## config.mk

```make
export PLATFORM = sky130hd
export DESIGN_NAME = uart_prog_loader
export DESIGN_NICKNAME = d
export VERILOG_FILES = /design/src/rtl/uart_prog_loader_pkg.sv /design/src/rtl/uart_prog_loader_rx_byte.sv /design/src/rtl/uart_prog_loader.sv
export SDC_FILE = /design/constraint.sdc
export NUM_CORES = 1
export LEC_CHECK = 0
export ABC_AREA = 1
export BUFFER_PORTS_ARGS = -buffer_cell sky130_fd_sc_hd__buf_4
export CAP_MARGIN = 40
export CORE_ASPECT_RATIO = 1.1
export CORE_UTILIZATION = 48
export CTS_CLUSTER_DIAMETER = 40
export DETAILED_ROUTE_END_ITERATION = 7
export PLACE_DENSITY = 0.7
export SYNTH_ARGS = -nofsm -noshare
export SYNTH_HDL_FRONTEND = slang
export SYNTH_SLANG_ARGS = --single-unit
```

## constraint.sdc

```tcl
create_clock -name clk_in1 -period 7.6 [get_ports clk_in1]
set_clock_uncertainty 0.05 [all_clocks]
set_input_delay 0.76 -clock clk_in1 [delete_from_list [all_inputs] [get_ports clk_in1]]
set_output_delay 0.76 -clock clk_in1 [all_outputs]
set_load 0.05 [all_outputs]
```

## src/rtl/uart_prog_loader_pkg.sv

```systemverilog
// Shared types and constants for the UART program loader.
package uart_prog_loader_pkg;

   // Receiver FSM states
   typedef enum logic [1:0] {
      ST_IDLE  = 2'd0,
      ST_START = 2'd1,
      ST_DATA  = 2'd2,
      ST_STOP  = 2'd3
   } rx_state_t;

   // Default terminator word that ends a programming session
   localparam logic [63:0] DEFAULT_END_MARKER = 64'h0000_0000_0000_0FFF;

endpackage

```

## src/rtl/uart_prog_loader_rx_byte.sv

```systemverilog
// Bit-level 8N1 UART receiver: 2-flop synchronizer, start-bit glitch
// rejection, mid-bit sampling, one-cycle byte valid / frame error pulses.
module uart_rx_byte
   import uart_prog_loader_pkg::*;
#(
   parameter int CLKS_PER_BIT = 21
) (
   input  logic       clk,
   input  logic       rst,
   input  logic       rx,
   output logic [7:0] data,
   output logic       valid,
   output logic       frame_err
);

   localparam int                TMR_W   = $clog2(CLKS_PER_BIT + 1);
   localparam logic [TMR_W-1:0] HALF    = TMR_W'(CLKS_PER_BIT / 2);
   localparam logic [TMR_W-1:0] FULL_M1 = TMR_W'(CLKS_PER_BIT - 1);

   logic [1:0]       sync_r;
   logic             prev_r;
   logic             rx_s;
   rx_state_t        state_r;
   rx_state_t        state_nxt_s;
   logic [TMR_W-1:0] tmr_r;
   logic [2:0]       bit_r;
   logic [7:0]       shift_r;
   logic             tmr_clr_s;
   logic             shift_s;
   logic             stop_s;
   logic [7:0]       data_r;
   logic             valid_r;
   logic             ferr_r;

   assign rx_s = sync_r[1];

   // Two-flop synchronizer plus one delayed copy for falling-edge detection
   always_ff @(posedge clk or posedge rst) begin
      if (rst) begin
         sync_r <= 2'b11;
         prev_r <= 1'b1;
      end else begin
         sync_r <= {sync_r[0], rx};
         prev_r <= sync_r[1];
      end
   end

   // FSM state register
   always_ff @(posedge clk or posedge rst) begin
      if (rst) begin
         state_r <= ST_IDLE;
      end else begin
         state_r <= state_nxt_s;
      end
   end

   // FSM next-state logic
   always_comb begin
      state_nxt_s = state_r;
      case (state_r)
         ST_IDLE: begin
            if (prev_r && !rx_s) state_nxt_s = ST_START;
            else                 state_nxt_s = ST_IDLE;
         end
         ST_START: begin
            if (tmr_r == HALF) state_nxt_s = rx_s ? ST_IDLE : ST_DATA;
            else               state_nxt_s = ST_START;
         end
         ST_DATA: begin
            if (tmr_r == FULL_M1 && bit_r == 3'd7) state_nxt_s = ST_STOP;
            else                                   state_nxt_s = ST_DATA;
         end
         ST_STOP: begin
            if (tmr_r == FULL_M1) state_nxt_s = ST_IDLE;
            else                  state_nxt_s = ST_STOP;
         end
         default: state_nxt_s = ST_IDLE;
      endcase
   end

   // FSM control outputs: timer clear, data-bit shift, stop-bit sample
   always_comb begin
      tmr_clr_s = 1'b0;
      shift_s   = 1'b0;
      stop_s    = 1'b0;
      case (state_r)
         ST_IDLE:  tmr_clr_s = 1'b1;
         ST_START: tmr_clr_s = (tmr_r == HALF);
         ST_DATA: begin
            shift_s   = (tmr_r == FULL_M1);
            tmr_clr_s = (tmr_r == FULL_M1);
         end
         ST_STOP: begin
            stop_s    = (tmr_r == FULL_M1);
            tmr_clr_s = (tmr_r == FULL_M1);
         end
         default: tmr_clr_s = 1'b1;
      endcase
   end

   // Bit timer, bit counter and LSB-first shift register
   always_ff @(posedge clk or posedge rst) begin
      if (rst) begin
         tmr_r   <= '0;
         bit_r   <= 3'd0;
         shift_r <= 8'h00;
      end else begin
         tmr_r <= tmr_clr_s ? '0 : tmr_r + TMR_W'(1);
         if (shift_s) begin
            bit_r   <= bit_r + 3'd1;
            shift_r <= {rx_s, shift_r[7:1]};
         end
      end
   end

   // Registered byte output with one-cycle valid / frame-error pulses
   always_ff @(posedge clk or posedge rst) begin
      if (rst) begin
         data_r  <= 8'h00;
         valid_r <= 1'b0;
         ferr_r  <= 1'b0;
      end else begin
         valid_r <= stop_s & rx_s;
         ferr_r  <= stop_s & ~rx_s;
         if (stop_s && rx_s) data_r <= shift_r;
      end
   end

   assign data      = data_r;
   assign valid     = valid_r;
   assign frame_err = ferr_r;

endmodule

```

## src/rtl/uart_prog_loader.sv

```systemverilog
// UART program loader: assembles received bytes into little-endian words
// and writes them to instruction memory until the terminator word arrives.
module uart_prog_loader
   import uart_prog_loader_pkg::*;
#(
   parameter int                      CLKS_PER_BIT = 21,
   parameter int                      WORD_BYTES   = 8,
   parameter int                      ADDR_W       = 10,
   parameter logic [8*WORD_BYTES-1:0] END_MARKER   = (8*WORD_BYTES)'(DEFAULT_END_MARKER)
) (
   input  logic                      clk_in1,
   input  logic                      rst,
   input  logic                      uart_rx_i,
   output logic                      we_o,
   output logic [ADDR_W-1:0]         addr_o,
   output logic [8*WORD_BYTES-1:0]   wdata_o,
   output logic                      programmed_o,
   output logic                      frame_err_o,
   output logic [ADDR_W:0]           word_cnt_o
);

   localparam int                 WORD_W    = 8 * WORD_BYTES;
   localparam int                 LANE_W    = (WORD_BYTES > 1) ? $clog2(WORD_BYTES) : 1;
   localparam logic [LANE_W-1:0] LAST_LANE = LANE_W'(WORD_BYTES - 1);
   localparam logic [ADDR_W:0]   CNT_MAX   = {1'b1, {ADDR_W{1'b0}}};

   logic [7:0]        rx_data_s;
   logic              rx_valid_s;
   logic              rx_ferr_s;
   logic              byte_ok_s;
   logic              ferr_ok_s;
   logic              word_done_s;
   logic              is_end_s;
   logic [WORD_W-1:0] completed_s;
   logic [WORD_W-1:0] word_r;
   logic [LANE_W-1:0] lane_r;
   logic              we_r;
   logic [ADDR_W-1:0] addr_r;
   logic [WORD_W-1:0] wdata_r;
   logic              prog_r;
   logic              ferr_r;
   logic [ADDR_W:0]   cnt_r;

   uart_rx_byte #(
      .CLKS_PER_BIT (CLKS_PER_BIT)
   ) u_rx (
      .clk       (clk_in1),
      .rst       (rst),
      .rx        (uart_rx_i),
      .data      (rx_data_s),
      .valid     (rx_valid_s),
      .frame_err (rx_ferr_s)
   );

   // Once programmed, the receiver's output is ignored completely
   assign byte_ok_s = rx_valid_s & ~prog_r;
   assign ferr_ok_s = rx_ferr_s & ~prog_r;

   // Word as it looks with the incoming byte placed in the top lane
   always_comb begin
      completed_s                   = word_r;
      completed_s[WORD_W-1 -: 8]    = rx_data_s;
      word_done_s                   = byte_ok_s && (lane_r == LAST_LANE);
      is_end_s                      = (completed_s == END_MARKER);
   end

   // Byte-lane fill; lane index only moves on accepted bytes
   always_ff @(posedge clk_in1 or posedge rst) begin
      if (rst) begin
         word_r <= '0;
         lane_r <= '0;
      end else if (byte_ok_s) begin
         word_r[{lane_r, 3'b000} +: 8] <= rx_data_s;
         lane_r <= word_done_s ? '0 : lane_r + LANE_W'(1);
      end
   end

   // Memory write strobe, address / count advance after the strobe, sticky flags
   always_ff @(posedge clk_in1 or posedge rst) begin
      if (rst) begin
         we_r    <= 1'b0;
         addr_r  <= '0;
         wdata_r <= '0;
         prog_r  <= 1'b0;
         ferr_r  <= 1'b0;
         cnt_r   <= '0;
      end else begin
         we_r <= word_done_s & ~is_end_s;
         if (word_done_s && !is_end_s) wdata_r <= completed_s;
         if (word_done_s && is_end_s)  prog_r  <= 1'b1;
         if (ferr_ok_s)                ferr_r  <= 1'b1;
         if (we_r) begin
            addr_r <= addr_r + ADDR_W'(1);
            if (cnt_r != CNT_MAX) cnt_r <= cnt_r + (ADDR_W+1)'(1);
         end
      end
   end

   assign we_o         = we_r;
   assign addr_o       = addr_r;
   assign wdata_o      = wdata_r;
   assign programmed_o = prog_r;
   assign frame_err_o  = ferr_r;
   assign word_cnt_o   = cnt_r;

endmodule
```

* Word-level counts from Yosys, hierarchy flattened
Cells that the tools add are included.
** Storage, ports and cells
- Bits in registers :: 186
- Input port bits :: 3
- Output and inout port bits :: 88
- Logic and storage cells :: 65
** Operators by class
- $add $sub $neg :: 6
- Eq/ne operators :: 9
- Shifts and indexed selects :: 2
- Multiplexer cells :: 12
- Bitwise logic cells :: 8
- Reduce and logical (&&, ||, !) cells :: 11
** Operators with widths (count)
- bitwise mux 64 bit :: 1
- == test 64 x 12 -> 1 bit, second input constant :: 1
- variable shift 8 x 8 -> 64 bit, first input constant :: 1
- indexed part select 8 x 8 -> 64 bit :: 1
- adder 11 x 1 -> 11 bit, second input constant :: 1
- inequality test 11 bit, second input constant :: 1
- adder 10 x 1 -> 10 bit, second input constant :: 1
- negator 6 -> 8 bit :: 1
- one-hot mux 2 bit (4 select lines) :: 1
- adder 3 x 1 -> 3 bit, second input constant :: 2
- == test 3 bit, second input constant :: 2
- logical AND 1 bit :: 6
- two-way mux 2 bit :: 3
- adder 5 x 1 -> 5 bit, second input constant :: 1
- AND 1 bit :: 5
- == test 5 x 4 -> 1 bit, second input constant :: 1
- == test 5 bit, second input constant :: 1
- two-way mux 5 bit :: 1
- == test 2 bit, second input constant :: 2
- two-way mux 1 bit :: 4
- two-way mux 3 bit :: 1
- inverter 1 bit :: 3
- one-hot mux 1 bit (3 select lines) :: 1
- == test 2 x 1 -> 1 bit, second input constant :: 1
- other kinds (4) :: 5

* Depth between registers and ports, before layout
Gate-level depths: netlist of run 1.
- Depth in word-level cells :: 4
- Mapped depth :: 12
- Gate-level depth less buffers :: 10

* Hierarchy
A second synthesis of run 1 with hierarchy kept.
** Unflattened totals
- Cells, all modules :: 898
- Area, all modules :: 8154.1 um2
** By module, submodules not included
- uart_prog_loader :: times used 1, cells each 754, area an instance 6745.2 um2, seq. area each 3678.5 um2
- uart_rx_byte :: times used 1, cells each 144, area an instance 1408.9 um2, seq. area each 779.5 um2

* Worst setup path after synthesis of run 1
Ideal clock, no wire load.
- Kind :: register to register
- Start point :: register lane_r[0]
- End point :: register word_r[42]
- Library setup time :: 0.126 ns
- Arrival :: 1.843 ns
- Required time :: 7.424 ns
- Setup slack :: 5.581 ns
- Stages on the path, launching flop included :: 9
- Path buffers :: 1
- Period minus slack after synthesis :: 2.019 ns
- Cell sequence :: dfrtp_1 inv_1 ha_1 ha_1 inv_2 nand2_1 nor3_2 buf_2 o21ai_0
** Between the ends
- Cells in the longest elaborated chain, start to end :: 3
- Elaborated cells between the ends (all ways) :: 4
- Classes of those cells :: 1 x add/sub; 2 x shift; 1 x mux
** Ends and longest elaborated chain
- from (decl) :: RTL line uart_prog_loader.sv:36 : logic [LANE_W-1:0] lane_r;
- from (signal assigned) :: RTL line uart_prog_loader.sv:74 : lane_r <= word_done_s ? '0 : lane_r + LANE_W'(1);
- negator 6 -> 8 bit * :: RTL line uart_prog_loader.sv:73 : word_r[{lane_r, 3'b000} +: 8] <= rx_data_s;
- indexed part select 8 x 8 -> 64 bit or variable shift 8 x 8 -> 64 bit (tied branches) :: RTL line uart_prog_loader.sv:73
- bitwise mux 64 bit * :: RTL line uart_prog_loader.sv:73
- to (signal, indexed assignment) :: RTL line uart_prog_loader.sv:73
- to (decl) :: RTL line uart_prog_loader.sv:35 : logic [WORD_W-1:0] word_r;
Mark *: on every way between the ends. The rest lies on a longest branch, timed or not.
A chain may end at the register's enable or synchronous reset.

* Worst setup path in the final report of run 1
- Start point :: register lane_r[0]
- End point :: register wdata_r[24] (netlist: wdata_o[24])
** Between the ends
- Cells in the longest elaborated chain, start to end :: 3
** Ends and longest elaborated chain
- == test 3 bit :: RTL line uart_prog_loader.sv:63 : word_done_s = byte_ok_s && (lane_r == LAST_LANE);
- logical AND 1 bit :: RTL line uart_prog_loader.sv:63
- logical AND 1 bit :: RTL line uart_prog_loader.sv:89 : if (word_done_s && !is_end_s) wdata_r <= completed_s;
- to (signal assigned) :: RTL line uart_prog_loader.sv:89
- to (decl) :: RTL line uart_prog_loader.sv:39 : logic [WORD_W-1:0] wdata_r;
No other way between the ends.

==> results.py, run 1 <==
metrics = {
    "grt": {
        "grt_pass1_wl_um": 27800,
        "grt.overflow.total": 0,
        "grt_max_degree": 69,
        "antenna_found_initial": 0,
        "grt_pass1_vias": 5657,
        "grtUsageTotal_pct": 21.4,
    },
    "final_layout": {
        "syn2layout_area_growth_pct": 18.0,
        "n_antenna_cell": 0,
        "drive_above_1_share_pct": 18.4,
        "final_nets": 984,
        "fill_cells": 1435,
    },
    "worst_setup_path": {
        "crit_path_end_kind": "flop",
        "worstSetupPathType": "flop to flop",
        "worstSetupStartpointType": "flop",
        "reg2reg_to": "wdata_o[24]",
        "regToRegSetupSlack_ns": 5.03,
        "required_ns": 7.91,
        "cp.arrival_ns": 2.88,
        "r2r-start": "lane_r[0]",
        "path_max_fanout": 66,
        "rr_worst_depth": 9,
    },
    "power": {
        "power.density_nw_per_um2": 216,
        "leakage_nw": 4.84,
        "ir_worst_vdd_v": 0.000155,
    },
    "placement": {
        "dp_hpwl_um": 11600,
        "io_buffers": 90,
        "gp_congestion": 0.880,
    },
    "cts": {
        "htreeDepth": 4,
        "ctsHoldBuffers": 0,
        "cts_buffers": 17,
        "ctsResizeCount": 0,
        "clk_transition_reported_paths_ns": 0.07,
        "cts_buffer_depth": 2,
        "cts_root_buffer": "clkbuf_16",
        "cts_setup_buffers": 0,
        "insertion_delay_ns": 0.43,
        "cts.sinks": 178,
        "cts_tree": "done",
    },
    "synthesis": {
        "syn_inst": 885,
        "synthesis.area_um2": 7870,
        "synth_enable_flop_cells": 0,
        "yosys_warnings": 0,
        "synthArstFlopShare_pct": 100,
        "syn_area_per_cell_um2": 8.89,
        "synth_cell_types": 31,
        "synth_fp_nets": 903,
        "ys_ff_latch": 178,
        "ys.flop_type": "dfrtp_1",
        "ys_seq_area_share_pct": 56.7,
    },
    "sta": {
        "hold_viol_final": 0,
        "max-slew-margin-rel_pct": 44.1,
        "clock.fmax_mhz": 389,
        "min_period_ns": 2.57,
        "rsz0062_at_grt": "no",
        "fin_hold_ws_ns": 0.308,
        "drv_slew": 0,
        "setup_tns_ns": 0,
        "fin_crit_sh_pct": 33.8,
        "setup_violations": 0,
        "tightest_slew_ns": 0.839,
    },
    "floorplan": {
        "num_rows": 48,
        "start_util_pct": 49.6,
        "fp.dieW_um": 124,
        "core_area_um2": 15900,
        "die_area_um2": 16900,
        "boundaryPins": 91,
        "die_h_um": 136,
    },
    "worst_hold_path": {
        "hp-class": "input port to async pin",
    },
    "detailed_routing": {
        "ant_nets": 0,
        "drc": 0,
        "dr.pass1.iters": 5,
        "wl_per_cell_um": 14.3,
        "drtIter0Drc": 438,
        "viasPerCell": 5.07,
        "wirelength_um": 16900,
        "vias": 5975,
    },
    "outcome": {
        "status": "finished clean",
    },
    "run": {
        "maxCapViolCount": 0,
    },
}
## cell families (layout without fill, tap and decap cells)
logic type      after synthesis  count (layout)  share of synthesized area, %
compound gates               80              80                          5.52
flops                       178             178                          56.7
buf+inv                     108             202                          6.49
xor+xnor                     18              18                          2.00
fa+ha+maj                    15              15                          2.39
simple gates                486             486                          26.9
## cell usage in the layout, fill, tap and decap left out, drive strengths merged
cell | netlist | final
dfstp | 3 | 3
dfrtp | 175 | 175
nor3 | 21 | 21
ha | 15 | 15
xnor2 | 4 | 4
xor2 | 14 | 14
clkbuf | 3 | 18
inv | 74 | 77
o21ai | 76 | 76
nand3 | 95 | 95
nor2 | 66 | 66
o21a | 2 | 2
clkinv | 0 | 4
nand3b | 2 | 2
nand4 | 13 | 13
nand2 | 289 | 289
a21o | 1 | 1
bufinv | 0 | 4
a21oi | 1 | 1
buf | 31 | 96
clkinvlp | 0 | 3
## worst max-delay path: stages, from the launching register on
cell	delay, ns
dfrtp_1	0.44
ha_1	0.26
ha_1	0.19
inv_1	0.15
nor2_4	0.05
buf_4	0.33
nand2_2	0.14
buf_4	0.62
nand2_1	0.13
nand2_1	0.09
## power by group
| group | total (W) | switching, W | internal (W) | leakage (nW) |
|---|---|---|---|---|
| combinational | 0.0000760 | 0.0000517 | 0.0000243 | 2.07 |
| clock | 0.000944 | 0.000380 | 0.000564 | 0.304 |
| sequential | 0.000982 | 0.0000165 | 0.000965 | 2.47 |
## cell type report
type                    count  area, um^2  area share [%]
repair buffers             96         744            8.02
inverters                  74         283            3.05
well taps                 200         250            2.70
clock inverters            14         204            2.20
multi-input cells         599        2900            31.3
flip-flops and latches    178        4460            48.0
clock buffers              18         439            4.73
## layer usage
metal  global-route usage, %  share of wire [%]  up-vias
li1                        -                  -     2988
met1                    29.2                 46     2800
met2                    33.3                 47      160
met3                    4.36                4.9       27
met4                    8.53                2.2        0
met5                       0                  0        -
## flip-flops by register name, summed over array words and instances (netlist names), 2 cells and up
signal and flops:
addr_o 10, lane_r 3, u_rx.bit_r 3, u_rx.data 8
u_rx.shift_r 8, u_rx.state_r 2, u_rx.sync_r 2, u_rx.tmr_r 5
wdata_o 64, word_cnt_o 11, word_r 56
## how the worst max path moves through the flow
stage                          from      endpoint  slack, ns  cells past startpoint
after floorplan                 rst     addr_o[0]       1.96                      1
after global placement          rst  u_rx.data[6]       5.01                      3
after detailed placement  lane_r[0]   wdata_o[24]       5.06                      9
after CTS                 lane_r[0]   wdata_o[24]       5.03                      9
after global routing      lane_r[0]   wdata_o[28]       4.82                      9
final                     lane_r[0]   wdata_o[24]       5.03                      9
## through the flow
| stage | total power [W] | utilization [%] | std cells | area, um^2 | setup WS, ns |
|---|---|---|---|---|---|
| floorplan | 0.00106 | - | 885 | 7870 | 1.96 |
| global placement | 0.00107 | 54.2 | 1145 | 8600 | 5.01 |
| detailed placement | 0.00108 | 54.5 | 1147 | 8640 | 5.06 |
| CTS | 0.00202 | 58.5 | 1179 | 9280 | 5.03 |
| global route | 0.00208 | 58.5 | 1179 | 9280 | 4.82 |
| finish | 0.00200 | 58.5 | 1179 | 9280 | 5.03 |
## Yosys cell counts, drive strengths merged (4+ instances only)
library cell | number | area (um^2)
nand2 | 289 | 1140
dfrtp | 175 | 4380
nand3 | 95 | 480
o21ai | 76 | 407
inv | 74 | 278
nor2 | 66 | 270
buf | 31 | 221
nor3 | 21 | 115
ha | 15 | 188
xor2 | 14 | 123
nand4 | 13 | 93.8
xnor2 | 4 | 35.0
Power figures use the tool's default switching activity.
==> run 2, diff against run 1 <==
--- a/config.mk
+++ b/config.mk
@@ -5,14 +5,14 @@
 export SDC_FILE = /design/constraint.sdc
 export NUM_CORES = 1
 export LEC_CHECK = 0
-export ABC_AREA = 1
+export ABC_AREA = 0
 export BUFFER_PORTS_ARGS = -buffer_cell sky130_fd_sc_hd__buf_4
 export CAP_MARGIN = 40
 export CORE_ASPECT_RATIO = 1.1
 export CORE_UTILIZATION = 48
 export CTS_CLUSTER_DIAMETER = 40
 export DETAILED_ROUTE_END_ITERATION = 7
-export PLACE_DENSITY = 0.7
+export PLACE_DENSITY = 0.73
 export SYNTH_ARGS = -nofsm -noshare
 export SYNTH_HDL_FRONTEND = slang
 export SYNTH_SLANG_ARGS = --single-unit
==> constraint.sdc (replaced) <==
create_clock -name clk_in1 -period 2.1 [get_ports clk_in1]
set_clock_uncertainty 0.05 [all_clocks]
set_input_delay 0.21 -clock clk_in1 [delete_from_list [all_inputs] [get_ports clk_in1]]
set_output_delay 0.21 -clock clk_in1 [all_outputs]
set_load 0.05 [all_outputs]
==> results.py, run 2 <==
metrics = {
    "final_layout": {
        "final_common_cell": "dfrtp_1",
        "syn2layout_area_growth_pct": 29.3,
        "final_cell_mix": "dfrtp_1, buf_4, nand2_1, mux2_4, mux2_2",
        "stdcell_count": 930,
        "multi_input_area_um2": 2890,
        "drive_above_1_share_pct": 43.3,
        "register_area_um2": 4460,
        "n_antenna_cell": 0,
        "fin_area_um2": 9530,
        "final_nets": 739,
        "fill_cells": 1142,
        "largest_reg_flops": 64,
    },
    "worst_setup_path": {
        "path_buf_inv": 1,
        "crit_slowest_cell": "dfrtp_1",
        "path_max_fanout": 32,
        "required_ns": 2.36,
        "worstSetupStartpointType": "flop",
        "cp_cell_sequence": "nor4_2 -> nand4_1 -> nor4_4 -> nor3b_2 -> buf_12 -> mux2_4",
        "max_stage_delay_ns": 0.40,
        "worstSetupPathType": "flop to flop",
        "cp_top_family": "simple AND/OR/NAND/NOR gates",
        "crit_path_end_kind": "flop",
        "cp.arrival_ns": 2.44,
    },
    "floorplan": {
        "boundaryPins": 91,
        "num_rows": 47,
        "core_area_um2": 15100,
        "die_h_um": 132,
        "fp.dieW_um": 120,
        "die_area_um2": 15900,
        "start_util_pct": 49.0,
    },
    "grt": {
        "grt_pass1_wl_um": 25500,
        "grt_max_degree": 107,
        "grt_pass1_vias": 5018,
        "grt.overflow.total": 0,
        "grtUsageTotal_pct": 21.1,
        "antenna_found_initial": 0,
    },
    "synthesis": {
        "syn_inst": 556,
        "yosys_warnings": 0,
        "synth_enable_flop_cells": 0,
        "ys_ff_latch": 178,
        "synth_common_cells": "dfrtp_1, nand2_1, mux2_2",
        "ys.flop_type": "dfrtp_1",
        "synthesis.area_um2": 7370,
        "synth_fp_nets": 574,
        "synth_top_cell_by_area": "dfrtp_1",
        "yosys-top-cells-area": "dfrtp_1, mux2_4, mux2_2, nand2_1, o21ai_0",
        "synthArstFlopShare_pct": 100,
        "ys_seq_area_share_pct": 60.5,
        "synth_cell_types": 35,
        "yosysTopAreaCellShare_pct": 59.4,
        "syn_area_per_cell_um2": 13.3,
        "yosysMostFrequentCell": "dfrtp_1",
    },
    "detailed_routing": {
        "drc": 0,
        "vias": 4889,
        "wl_per_cell_um": 17.0,
        "wirelength_um": 15800,
        "drtIter0Drc": 274,
        "ant_nets": 0,
        "dr.pass1.iters": 4,
        "viasPerCell": 5.26,
    },
    "cts": {
        "htreeDepth": 4,
        "cts.sinks": 178,
        "insertion_delay_ns": 0.43,
        "cts_tree": "done",
        "cts_buffers": 17,
        "clk_transition_reported_paths_ns": 0.07,
        "cts_buffer_depth": 2,
        "cts_root_buffer": "clkbuf_16",
    },
    "sta": {
        "tightest_slew_ns": 0.554,
        "setup_violations": 64,
        "hold_viol_final": 0,
        "rsz0062_at_grt": "yes",
        "min_period_ns": 2.18,
        "worst_slack_ns": -0.0789,
        "drv_slew": 0,
        "max-slew-margin-rel_pct": 63.1,
        "fin_crit_sh_pct": 104,
        "clock.fmax_mhz": 459,
    },
    "power": {
        "ir_worst_vdd_v": 0.000583,
        "power.density_nw_per_um2": 739,
        "netSwitchingFraction_pct": 23.1,
        "leakage_nw": 4.77,
        "power_frac_seq_pct": 50.8,
        "intPower_w": 0.00542,
        "pwr-share-comb_pct": 4.4,
        "clockPowerShare_pct": 44.8,
        "p_sw_w": 0.00163,
    },
    "run": {
        "maxCapViolCount": 0,
    },
    "placement": {
        "dp_hpwl_um": 10700,
        "gp_congestion": 0.819,
        "dpl-instance-area_um2": 8780,
        "io_buffers": 90,
        "dp_cells": 894,
    },
    "worst_hold_path": {
        "hp-class": "flop to flop",
    },
    "outcome": {
        "violations": "setup timing",
        "status": "complete, but fails checks",
    },
}
run 2: metrics by stage:
stage | hold slack (ns) | util (%) | setup WS (ns) | setup TNS, ns | power [W]
after floorplan | 0.164 | - | -0.438 | -76.68 | 0.00386
after global placement | 0.270 | 58.4 | -0.204 | -12.26 | 0.00392
after detailed placement | 0.270 | 58.4 | -0.263 | -16.16 | 0.00395
after CTS | 0.307 | 62.9 | -0.0772 | -3.83 | 0.00709
after global routing | 0.309 | 63.3 | -0.136 | -7.99 | 0.00729
final | 0.305 | 63.3 | -0.0789 | -3.51 | 0.00704
run 2: final timing paths:
check,slack [ns],end,from,cells past startpoint
min,0.31,u_rx.sync_r[1],u_rx.sync_r[0],0
max in group asynchronous,1.08,word_r[43],rst,4
min reg2reg,0.31,u_rx.sync_r[1],u_rx.sync_r[0],0
max reg2reg,-0.08,wdata_o[25],word_r[14],6
max,-0.08,wdata_o[25],word_r[14],6
min in group asynchronous,0.43,wdata_o[2],rst,4
run 2: power groups by stage:
stage | registers (W) | clock network [W] | logic (W)
floorplan | 0.00361 | 0 | 0.000247
global placement | 0.00363 | 0 | 0.000287
detailed placement | 0.00364 | 0 | 0.000310
CTS | 0.00357 | 0.00320 | 0.000315
global route | 0.00359 | 0.00335 | 0.000363
finish | 0.00358 | 0.00315 | 0.000313
run 2: layout make-up:
class,instances,share of cell area (%)
clock buffers,18,4.61
clock inverters,14,1.61
inverters,15,0.630
multi-input cells,345,30.3
flip-flops and latches,178,46.8
well taps,196,2.57
repair buffers,164,13.5
run 2: layer usage:
layer	wire length [um]	GRT usage, %
met1	6680	26.3
met2	8070	34.5
met3	686	5.15
met4	367	9.65
met5	0	0
run 2: cells by family (layout without fill, tap and decap cells):
kind of cell / after synthesis / in the layout / synth area share [%]
compound gates: 52 / 52 / 3.94
xor+xnor: 23 / 23 / 2.73
fa+ha+maj: 15 / 15 / 2.55
buf+inv: 33 / 211 / 2.32
flops: 178 / 178 / 60.5
mux: 99 / 99 / 17.6
simple gates: 156 / 156 / 10.4
run 2: what timing repair did:
action	4_1_cts	5_1_grt
endpoints found under the hold margin	176	0
setup endpoints to repair	96	102
pin swaps	3	3
hold buffers	2	0
setup buffers	1	1
resized for setup	10	9
run 2: worst reg2reg max path: cells and delay by family, from the launching register on:
| family | cells | cell delay [ns] |
|---|---|---|
| buf+inv | 1 | 0.21 |
| simple gates | 4 | 1.05 |
| flops | 1 | 0.40 |
| mux | 1 | 0.35 |
==> run 3, diff against run 2 <==
--- a/config.mk
+++ b/config.mk
@@ -12,7 +12,8 @@
 export CORE_UTILIZATION = 48
 export CTS_CLUSTER_DIAMETER = 40
 export DETAILED_ROUTE_END_ITERATION = 7
-export PLACE_DENSITY = 0.73
+export PLACE_DENSITY = 0.7
 export SYNTH_ARGS = -nofsm -noshare
 export SYNTH_HDL_FRONTEND = slang
 export SYNTH_SLANG_ARGS = --single-unit
+export TNS_END_PERCENT = 50
==> constraint.sdc (replaced) <==
create_clock -name clk_in1 -period 2.8 [get_ports clk_in1]
set_clock_uncertainty 0.05 [all_clocks]
set_input_delay 0.28 -clock clk_in1 [delete_from_list [all_inputs] [get_ports clk_in1]]
set_output_delay 0.28 -clock clk_in1 [all_outputs]
set_load 0.05 [all_outputs]
==> results.py, run 3 (synthesized netlist as in run 2, its figures left out) <==
metrics = {
    "outcome": {
        "status": "finished clean",
    },
    "power": {
        "total_power_w": 0.00528,
        "power.density_nw_per_um2": 590,
        "leakage_nw": 4.41,
        "p_sw_w": 0.00109,
        "clockPowerShare_pct": 45.0,
        "ir_worst_vdd_v": 0.000436,
        "power_frac_seq_pct": 50.9,
        "intPower_w": 0.00418,
        "pwr-share-comb_pct": 4.2,
        "netSwitchingFraction_pct": 20.7,
    },
    "placement": {
        "dp_cells": 837,
        "io_buffers": 90,
        "pre_cts_ws_ns": 0.288,
        "gp_congestion": 0.852,
        "dpl-instance-area_um2": 8330,
        "dp_hpwl_um": 10500,
    },
    "worst_hold_path": {
        "hp-class": "flop to flop",
        "min_path_cells": 0,
        "min_to": "u_rx.sync_r[1]",
        "min_from": "u_rx.sync_r[0]",
    },
    "detailed_routing": {
        "dr.pass1.iters": 4,
        "wirelength_um": 15100,
        "viasPerCell": 5.35,
        "drtIter0Drc": 226,
        "ant_nets": 0,
        "drc": 0,
        "vias": 4650,
        "wl_per_cell_um": 17.3,
    },
    "cts": {
        "ctsResizeCount": 0,
        "cts_root_buffer": "clkbuf_16",
        "cts.sinks": 178,
        "htreeDepth": 4,
        "cts_buffer_depth": 2,
        "insertion_delay_ns": 0.42,
        "cts_tree": "done",
        "clk_transition_reported_paths_ns": 0.06,
        "cts_setup_buffers": 0,
        "cts_buffers": 17,
    },
    "run": {
        "maxCapViolCount": 0,
    },
    "final_layout": {
        "fin_area_um2": 8950,
        "drive_above_1_share_pct": 35.4,
        "syn2layout_area_growth_pct": 21.4,
        "stdcell_count": 869,
        "final_common_cell": "dfrtp_1",
        "multi_input_area_um2": 2760,
        "final_nets": 680,
        "final_cell_mix": "dfrtp_1, buf_4, nand2_1, mux2_2, mux2_4",
        "n_antenna_cell": 0,
        "largest_reg_flops": 64,
        "fill_cells": 1183,
        "register_area_um2": 4460,
    },
    "worst_setup_path": {
        "cp_cell_sequence": "inv_1 -> ha_1 -> ha_1 -> nor3b_1 -> nand2_1 -> nand2_1 -> o21ai_0",
        "regToRegSetupSlack_ns": 0.13,
        "path_max_fanout": 16,
        "crit_path_end_kind": "flop",
        "crit_slowest_cell": "dfrtp_1",
        "max_stage_delay_ns": 0.51,
        "cp.arrival_ns": 2.90,
        "reg2reg_to": "word_r[8]",
        "r2r-start": "lane_r[0]",
        "rr_worst_depth": 7,
        "worstSetupPathType": "flop to flop",
        "worstSetupStartpointType": "flop",
        "required_ns": 3.03,
    },
    "sta": {
        "max-slew-margin-rel_pct": 58.5,
        "rsz0062_at_grt": "yes",
        "fin_crit_sh_pct": 95.4,
        "fin_hold_ws_ns": 0.307,
        "tightest_slew_ns": 0.616,
        "worst_slack_ns": 0.130,
        "clock.fmax_mhz": 374,
        "setup_violations": 0,
        "min_period_ns": 2.67,
        "drv_slew": 0,
        "hold_viol_final": 0,
    },
    "floorplan": {
        "start_util_pct": 49.0,
        "num_rows": 47,
        "die_h_um": 132,
        "fp.dieW_um": 120,
        "core_area_um2": 15100,
        "boundaryPins": 91,
        "die_area_um2": 15900,
    },
    "grt": {
        "antenna_found_initial": 0,
        "grtUsageTotal_pct": 20.5,
        "grt_pass1_vias": 4703,
        "grt.overflow.total": 0,
        "grt_pass1_wl_um": 25000,
        "grt_max_degree": 74,
    },
}
==> run 3: cell types whose count changed in the layout (fill, tap and decap cells not counted), sizes merged <==
cell | before | now
buf | 162 | 103
inv | 17 | 14
clkinvlp | 4 | 2
clkinv | 6 | 0
clkbuf | 18 | 27
==> run 3: stage by stage <==
stage	TNS, ns	util (%)
after global placement	0	55.3
final	0	59.4
after detailed placement	0	55.3
after CTS	0	59.4
after floorplan	0	-
after global routing	-0.0306	59.4
==> run 3: power groups by stage <==
stage	clock [W]	sequential [W]	combinational, W
global placement	0	0.00273	0.000212
detailed placement	0	0.00273	0.000222
finish	0.00237	0.00268	0.000219
floorplan	0	0.00271	0.000182
global route	0.00253	0.00269	0.000257
CTS	0.00242	0.00268	0.000224
==> run 3: layer usage <==
metal  global-route usage (%)  vias to the layer above  share of wire [%]
met1                     26.6                     2353                 44
met5                        0                        -                  0
li1                         -                     2159                  -
met4                     8.19                        0                2.0
met2                     32.9                      113                 50
met3                     4.93                       25                4.6
==> run 3: final cells by class <==
type,instances,area share (%)
multi-input combinational,345,30.8
inverter,15,0.671
clock inverter,3,0.755
timing repair buffer,105,9.28
clock buffer,27,5.96
sequential,178,49.8
tap,196,2.74
==> run 3: how the worst max path moves through the flow <==
| stage | start | to | slack [ns] | cells after the start |
|---|---|---|---|---|
| 6_report | lane_r[0] | word_r[8] | 0.13 | 7 |
| 5_1_grt | lane_r[0] | word_r[28] | -0.02 | 7 |
| 3_3_place_gp | word_r[49] | wdata_o[5] | 0.40 | 6 |
| 3_5_place_dp | lane_r[0] | word_r[33] | 0.29 | 6 |
| 2_1_floorplan | rst | addr_o[0] | 0.19 | 1 |
| 4_1_cts | lane_r[0] | word_r[33] | 0.25 | 6 |
==> run 3: timing repair <==
action,CTS,global route
hold buffers,2,0
hold endpoints to repair,23,0
setup endpoints to repair,0,3
==> run 3: worst max-delay path: cells and delay by family, from the launching register on <==
| kind | cells | cell delay, ns |
|---|---|---|
| adders and majority gates | 2 | 0.62 |
| buffers and inverters | 1 | 0.14 |
| AOI/OAI and AO/OA | 1 | 0.10 |
| and+or+nand+nor | 3 | 1.11 |
| DFF | 1 | 0.51 |
